$ cat config.mk
export PLATFORM = sky130hd
export DESIGN_NAME = arbiter_cascade
export DESIGN_NICKNAME = d
export VERILOG_FILES = /design/src/rtl/arbiter_cascade.sv
export SDC_FILE = /design/constraint.sdc
export NUM_CORES = 1
export LEC_CHECK = 0
export CORE_AREA = 2 2 43 45
export CTS_CLUSTER_DIAMETER = 60
export CTS_CLUSTER_SIZE = 24
export DETAILED_ROUTE_END_ITERATION = 8
export DIE_AREA = 0 0 45 47
export SYNTH_ARGS = -nofsm -noshare
export SYNTH_HDL_FRONTEND = slang
export SYNTH_SLANG_ARGS = --single-unit
export TNS_END_PERCENT = 5
$ cat constraint.sdc
create_clock -name clk -period 1.65 [get_ports clk]
set_clock_uncertainty 0.1 [all_clocks]
set_input_delay 0.33 -clock clk [delete_from_list [all_inputs] [get_ports clk]]
set_output_delay 0.33 -clock clk [all_outputs]
set_load 0.01 [all_outputs]
$ cat src/rtl/arbiter_cascade.sv
// arbiter_cascade: round-robin N-to-1 four-phase handshake arbiter with registered outputs.
module arbiter_cascade #(
  parameter int input_size = 2
) (
  input  logic                  clk,
  input  logic                  rst,
  input  logic [input_size-1:0] req_in,
  output logic [input_size-1:0] ack_in,
  output logic                  req_out,
  input  logic                  ack_out,
  output logic [input_size-1:0] sel
);
  localparam int N  = input_size;
  localparam int IW = $clog2(N);
  typedef enum logic [1:0] {IDLE, REQ, ACK, REL} state_t;
  state_t         state_q, state_d;
  logic [N-1:0]   sel_q, sel_d, ack_in_q, ack_in_d, win;
  logic           req_out_q, req_out_d, found, held;
  logic [IW-1:0]  p_q, p_d, idx_q, idx_d, win_idx;
  always_comb begin
    win = '0;
    win_idx = '0;
    found = 1'b0;
    for (int k = 0; k < N; k++) begin
      if (!found && req_in[(int'(p_q) + k) % N]) begin
        found = 1'b1;
        win[(int'(p_q) + k) % N] = 1'b1;
        win_idx = IW'((int'(p_q) + k) % N);
      end
    end
  end
  assign held = |(req_in & sel_q);
  always_comb begin
    state_d = state_q;
    sel_d = sel_q;
    ack_in_d = ack_in_q;
    req_out_d = req_out_q;
    p_d = p_q;
    idx_d = idx_q;
    case (state_q)
      IDLE: if (found) begin
        sel_d = win;
        idx_d = win_idx;
        req_out_d = 1'b1;
        state_d = REQ;
      end
      // a dropped request beats a simultaneous ack_out (abort wins)
      REQ: if (!held) begin
        req_out_d = 1'b0;
        state_d = REL;
      end else if (ack_out) begin
        ack_in_d = sel_q;
        state_d = ACK;
      end
      ACK: if (!held) begin
        ack_in_d = '0;
        req_out_d = 1'b0;
        state_d = REL;
      end
      REL: if (!ack_out) begin
        sel_d = '0;
        p_d = (idx_q == IW'(N - 1)) ? '0 : idx_q + 1'b1;
        state_d = IDLE;
      end
      default: state_d = IDLE;
    endcase
  end
  always_ff @(posedge clk or negedge rst) begin
    if (!rst) begin
      state_q <= IDLE;
      sel_q <= '0;
      ack_in_q <= '0;
      req_out_q <= 1'b0;
      p_q <= '0;
      idx_q <= '0;
    end else begin
      state_q <= state_d;
      sel_q <= sel_d;
      ack_in_q <= ack_in_d;
      req_out_q <= req_out_d;
      p_q <= p_d;
      idx_q <= idx_d;
    end
  end
  assign sel = sel_q;
  assign ack_in = ack_in_q;
  assign req_out = req_out_q;
endmodule

==> impl_metrics.sql <==
INSERT INTO impl_metrics (metric_group, metric, value, unit) VALUES
('place', 'placed_instance_area', '741', 'um2'),
('cells_and_area', 'area_growth_syn_to_layout', '50.2', '%'),
('timing', 'final_hold_slack', '0.273', 'ns'),
('logic_synthesis', 'synth-warning-count', '0', ''),
('floorplan', 'io_pins', '10', ''),
('route', 'firstDrtPassIters', '4', ''),
('critical_path', 'critical_path_s_top_delay_family', 'compound AO/OA/AOI/OAI gates', ''),
('timing', 'timing.final.setup_violations', '0', ''),
('clock_tree', 'cts_tree', 'yes', ''),
('cells_and_area', 'layout.nets', '91', ''),
('global_route', 'number_of_antenna_violations_at_the_first_check_in_global_routing', '0', ''),
('critical_path', 'path_depth', '6', ''),
('critical_path', 'crit-reg2reg-launch', 'state_q[1]', ''),
('timing', 'report.final.hold_viol_count', '0', ''),
('timing', 'timing.final.ws_setup', '0.0181', 'ns'),
('worst_hold_path', 'min_path_type', 'primary input to asynchronous set/reset pin', ''),
('critical_path', 'crit_type', 'register to register', ''),
('pwr', 'total_power', '1.48', 'mW'),
('logic_synthesis', 'synthesis.nets', '64', ''),
('floorplan', 'start_util', '0.324', ''),
('cells_and_area', 'post-route-cell-area', '805', 'um2'),
('floorplan', 'die_height', '47', 'um'),
('clock_tree', 'worstSkewPairLatency', '0.26', 'ns'),
('critical_path', 'worst_r2r_endpoint', 'state_q[0]', ''),
('route', 'route.detailed.wl_per_inst', '14.5', 'um'),
('cells_and_area', 'post_layout_nonfiller_instances', '97', ''),
('timing', 'max_clock_freq', '613', 'MHz'),
('floorplan', 'core.rowCount', '15', ''),
('timing', 'maxSlewHeadroom', '0.705', ''),
('route', 'detail_route.drc_violations', '0', ''),
('logic_synthesis', 'ys_ff_latch', '9', ''),
('floorplan', 'fp.coreArea', '1650', 'um2'),
('cells_and_area', 'layout-drive-gt1-share', '0.325', ''),
('critical_path', 'reg2reg_depth', '6', ''),
('critical_path', 'reg2reg_setup_slack', '0.02', 'ns'),
('clock_tree', 'root_buffer', 'clkbuf_4', ''),
('critical_path', 'cp_num_buf_inv', '1', ''),
('clock_tree', 'clk_pin_slew', '0.07', 'ns'),
('logic_synthesis', 'postSynthCellCount', '54', ''),
('clock_tree', 'clockBufferDepth', '2', ''),
('place', 'detailed_place_hpwl', '1050', 'um'),
('run', 'max_cap_violations', '0', ''),
('logic_synthesis', 'post_synth_instance_area', '536', 'um2'),
('global_route', 'grt_use_total', '0.170', ''),
('critical_path', 'critical_path.max_fanout', '4', ''),
('floorplan', 'die-area', '2120', 'um2'),
('critical_path', 'crit_end', 'state_q[0]', ''),
('global_route', 'via_count_of_the_first_global_routing_pass', '528', ''),
('global_route', 'overflow', '0', ''),
('place', 'place_inst', '90', ''),
('timing', 'worst-slew-pin-transition', '0.441', 'ns'),
('status', 'run_status', 'complete, no violations', ''),
('logic_synthesis', 'proportion_of_register_bits_with_asynchronous_set_or_reset_after_synthesis', '1.00', ''),
('route', 'route.vias.total', '519', ''),
('route', 'initialDrtViolationCount', '13', ''),
('route', 'antenna_violating_nets_post_route', '0', ''),
('place', 'globalplace.congestion', '0.754', ''),
('logic_synthesis', 'yosysUniqueCellTypes', '22', ''),
('global_route', 'grt_start_max_net_pins', '10', ''),
('clock_tree', 'h_tree_level_count', '1', ''),
('critical_path', 'start_kind', 'register', ''),
('critical_path', 'worstPathCellList', 'inv_2 > ha_4 > nor3b_4 > a21oi_2 > a22o_1 > a221o_1', ''),
('floorplan', 'dieWidth', '45', 'um'),
('pwr', 'vdd_drop_max', '604', 'uV'),
('critical_path', 'crit_slowest_cell', 'dfrtp_1', ''),
('logic_synthesis', 'synth_enable_flop_cells', '0', ''),
('timing', 'grt_setup_unrepaired', 'true', ''),
('critical_path', 'cpPeakStageDelay', '0.42', 'ns'),
('clock_tree', 'tritoncts.num_buffers', '3', ''),
('logic_synthesis', 'synth-seq-area-share', '0.421', ''),
('critical_path', 'cp_data_arrival_time', '1.67', 'ns');
## power breakdown
part / switching (mW) / internal, mW
combinational: 0.414 / 0.500
clock: 0.0854 / 0.0895
sequential: 0.0732 / 0.314
## layer usage
metal	up-vias	part of all wire	GRT usage
li1	254	-	-
met1	254	0.47	0.220
met2	9	0.49	0.269
met3	2	0.038	0.0346
met4	0	0.010	0.0882
met5	-	0	0
## sequential cells by signal, indices dropped and copies added (netlist names)
signal,count
ack_in,2
sel,2
state_q,2
idx_q,1
p_q,1
req_out,1
## synth_stat cells, types with 2 or more instances
master / count / area, um2
a21oi_1: 5 / 25.0
a22o_1: 2 / 17.5
a31oi_1: 2 / 12.5
dfrtp_1: 9 / 225
ha_1: 5 / 62.6
inv_1: 5 / 18.8
nand2_1: 2 / 7.51
nand4b_1: 3 / 26.3
nor2_1: 3 / 11.3
o21a_1: 2 / 15.0
o21ai_0: 4 / 20.0
o22ai_1: 2 / 12.5
## logic make-up (layout without fill, tap and decap cells)
kind of cell | Yosys count | count (layout) | share of synthesized area
and+or+nand+nor | 12 | 12 | 0.143
adders and majority gates | 5 | 5 | 0.117
DFF | 9 | 9 | 0.421
buffers and inverters | 5 | 31 | 0.0351
AOI/OAI and AO/OA | 22 | 22 | 0.264
muxes | 1 | 1 | 0.0210
## layout make-up
class | instances | area (um2)
fill | 168 | 847
multi-input combinational | 40 | 318
sequential | 9 | 225
timing repair buffer | 22 | 194
clock buffer | 3 | 22.5
tap | 17 | 21.3
inverter | 5 | 18.8
clock inverter | 1 | 5.00
## worst register-to-register path, stage by stage (launching register included)
cell,delay (ns)
dfrtp_1,0.42
inv_2,0.10
ha_4,0.14
nor3b_4,0.20
a21oi_2,0.08
a22o_1,0.19
a221o_1,0.29
## placed cells by master, fill, tap and decap left out, drive strengths merged
| master | synthesis | layout |
|---|---|---|
| a22o | 2 | 2 |
| a21oi | 6 | 6 |
| and3 | 1 | 1 |
| clkinv | 0 | 1 |
| dlymetal6s2s | 0 | 3 |
| a22oi | 1 | 1 |
| o22ai | 2 | 2 |
| clkbuf | 0 | 3 |
| nand4b | 3 | 3 |
| nor2 | 3 | 3 |
| inv | 5 | 5 |
| nand2 | 2 | 2 |
| a221o | 1 | 1 |
| dfrtp | 9 | 9 |
| a21o | 1 | 1 |
| clkdlybuf4s50 | 0 | 5 |
| ha | 5 | 5 |
| o21a | 2 | 2 |
| a31oi | 2 | 2 |
| nand2b | 1 | 1 |
| nor3 | 1 | 1 |
| mux2 | 1 | 1 |
| nor3b | 1 | 1 |
| o21ai | 5 | 5 |
| buf | 0 | 13 |
| dlygate4sd2 | 0 | 1 |
## repair_timing
item / CTS / global route
gates resized for setup: 3 / 5
endpoints found under the setup margin: 4 / 6
buffers inserted: 1 / 2
pin swaps: 0 / 1
## metrics by stage
stage / TNS [ns] / util
after floorplan: 0 / -
after global placement: -0.708 / 0.448
after detailed placement: -0.818 / 0.448
after CTS: -0.0313 / 0.469
after global routing: -0.139 / 0.487
final: 0 / 0.487
## how the worst min path moves through the flow
stage / slack (ns) / end / from / cells past startpoint
finish: 0.27 / sel[1] / rst / 1
global route: 0.29 / idx_q / rst / 1
CTS: 0.28 / idx_q / rst / 1
detailed placement: 0.38 / p_q / idx_q / 1
global placement: 0.37 / p_q / idx_q / 1
floorplan: -0.07 / ack_in[0] / rst / 0
(Power assumes the default switching activity.)
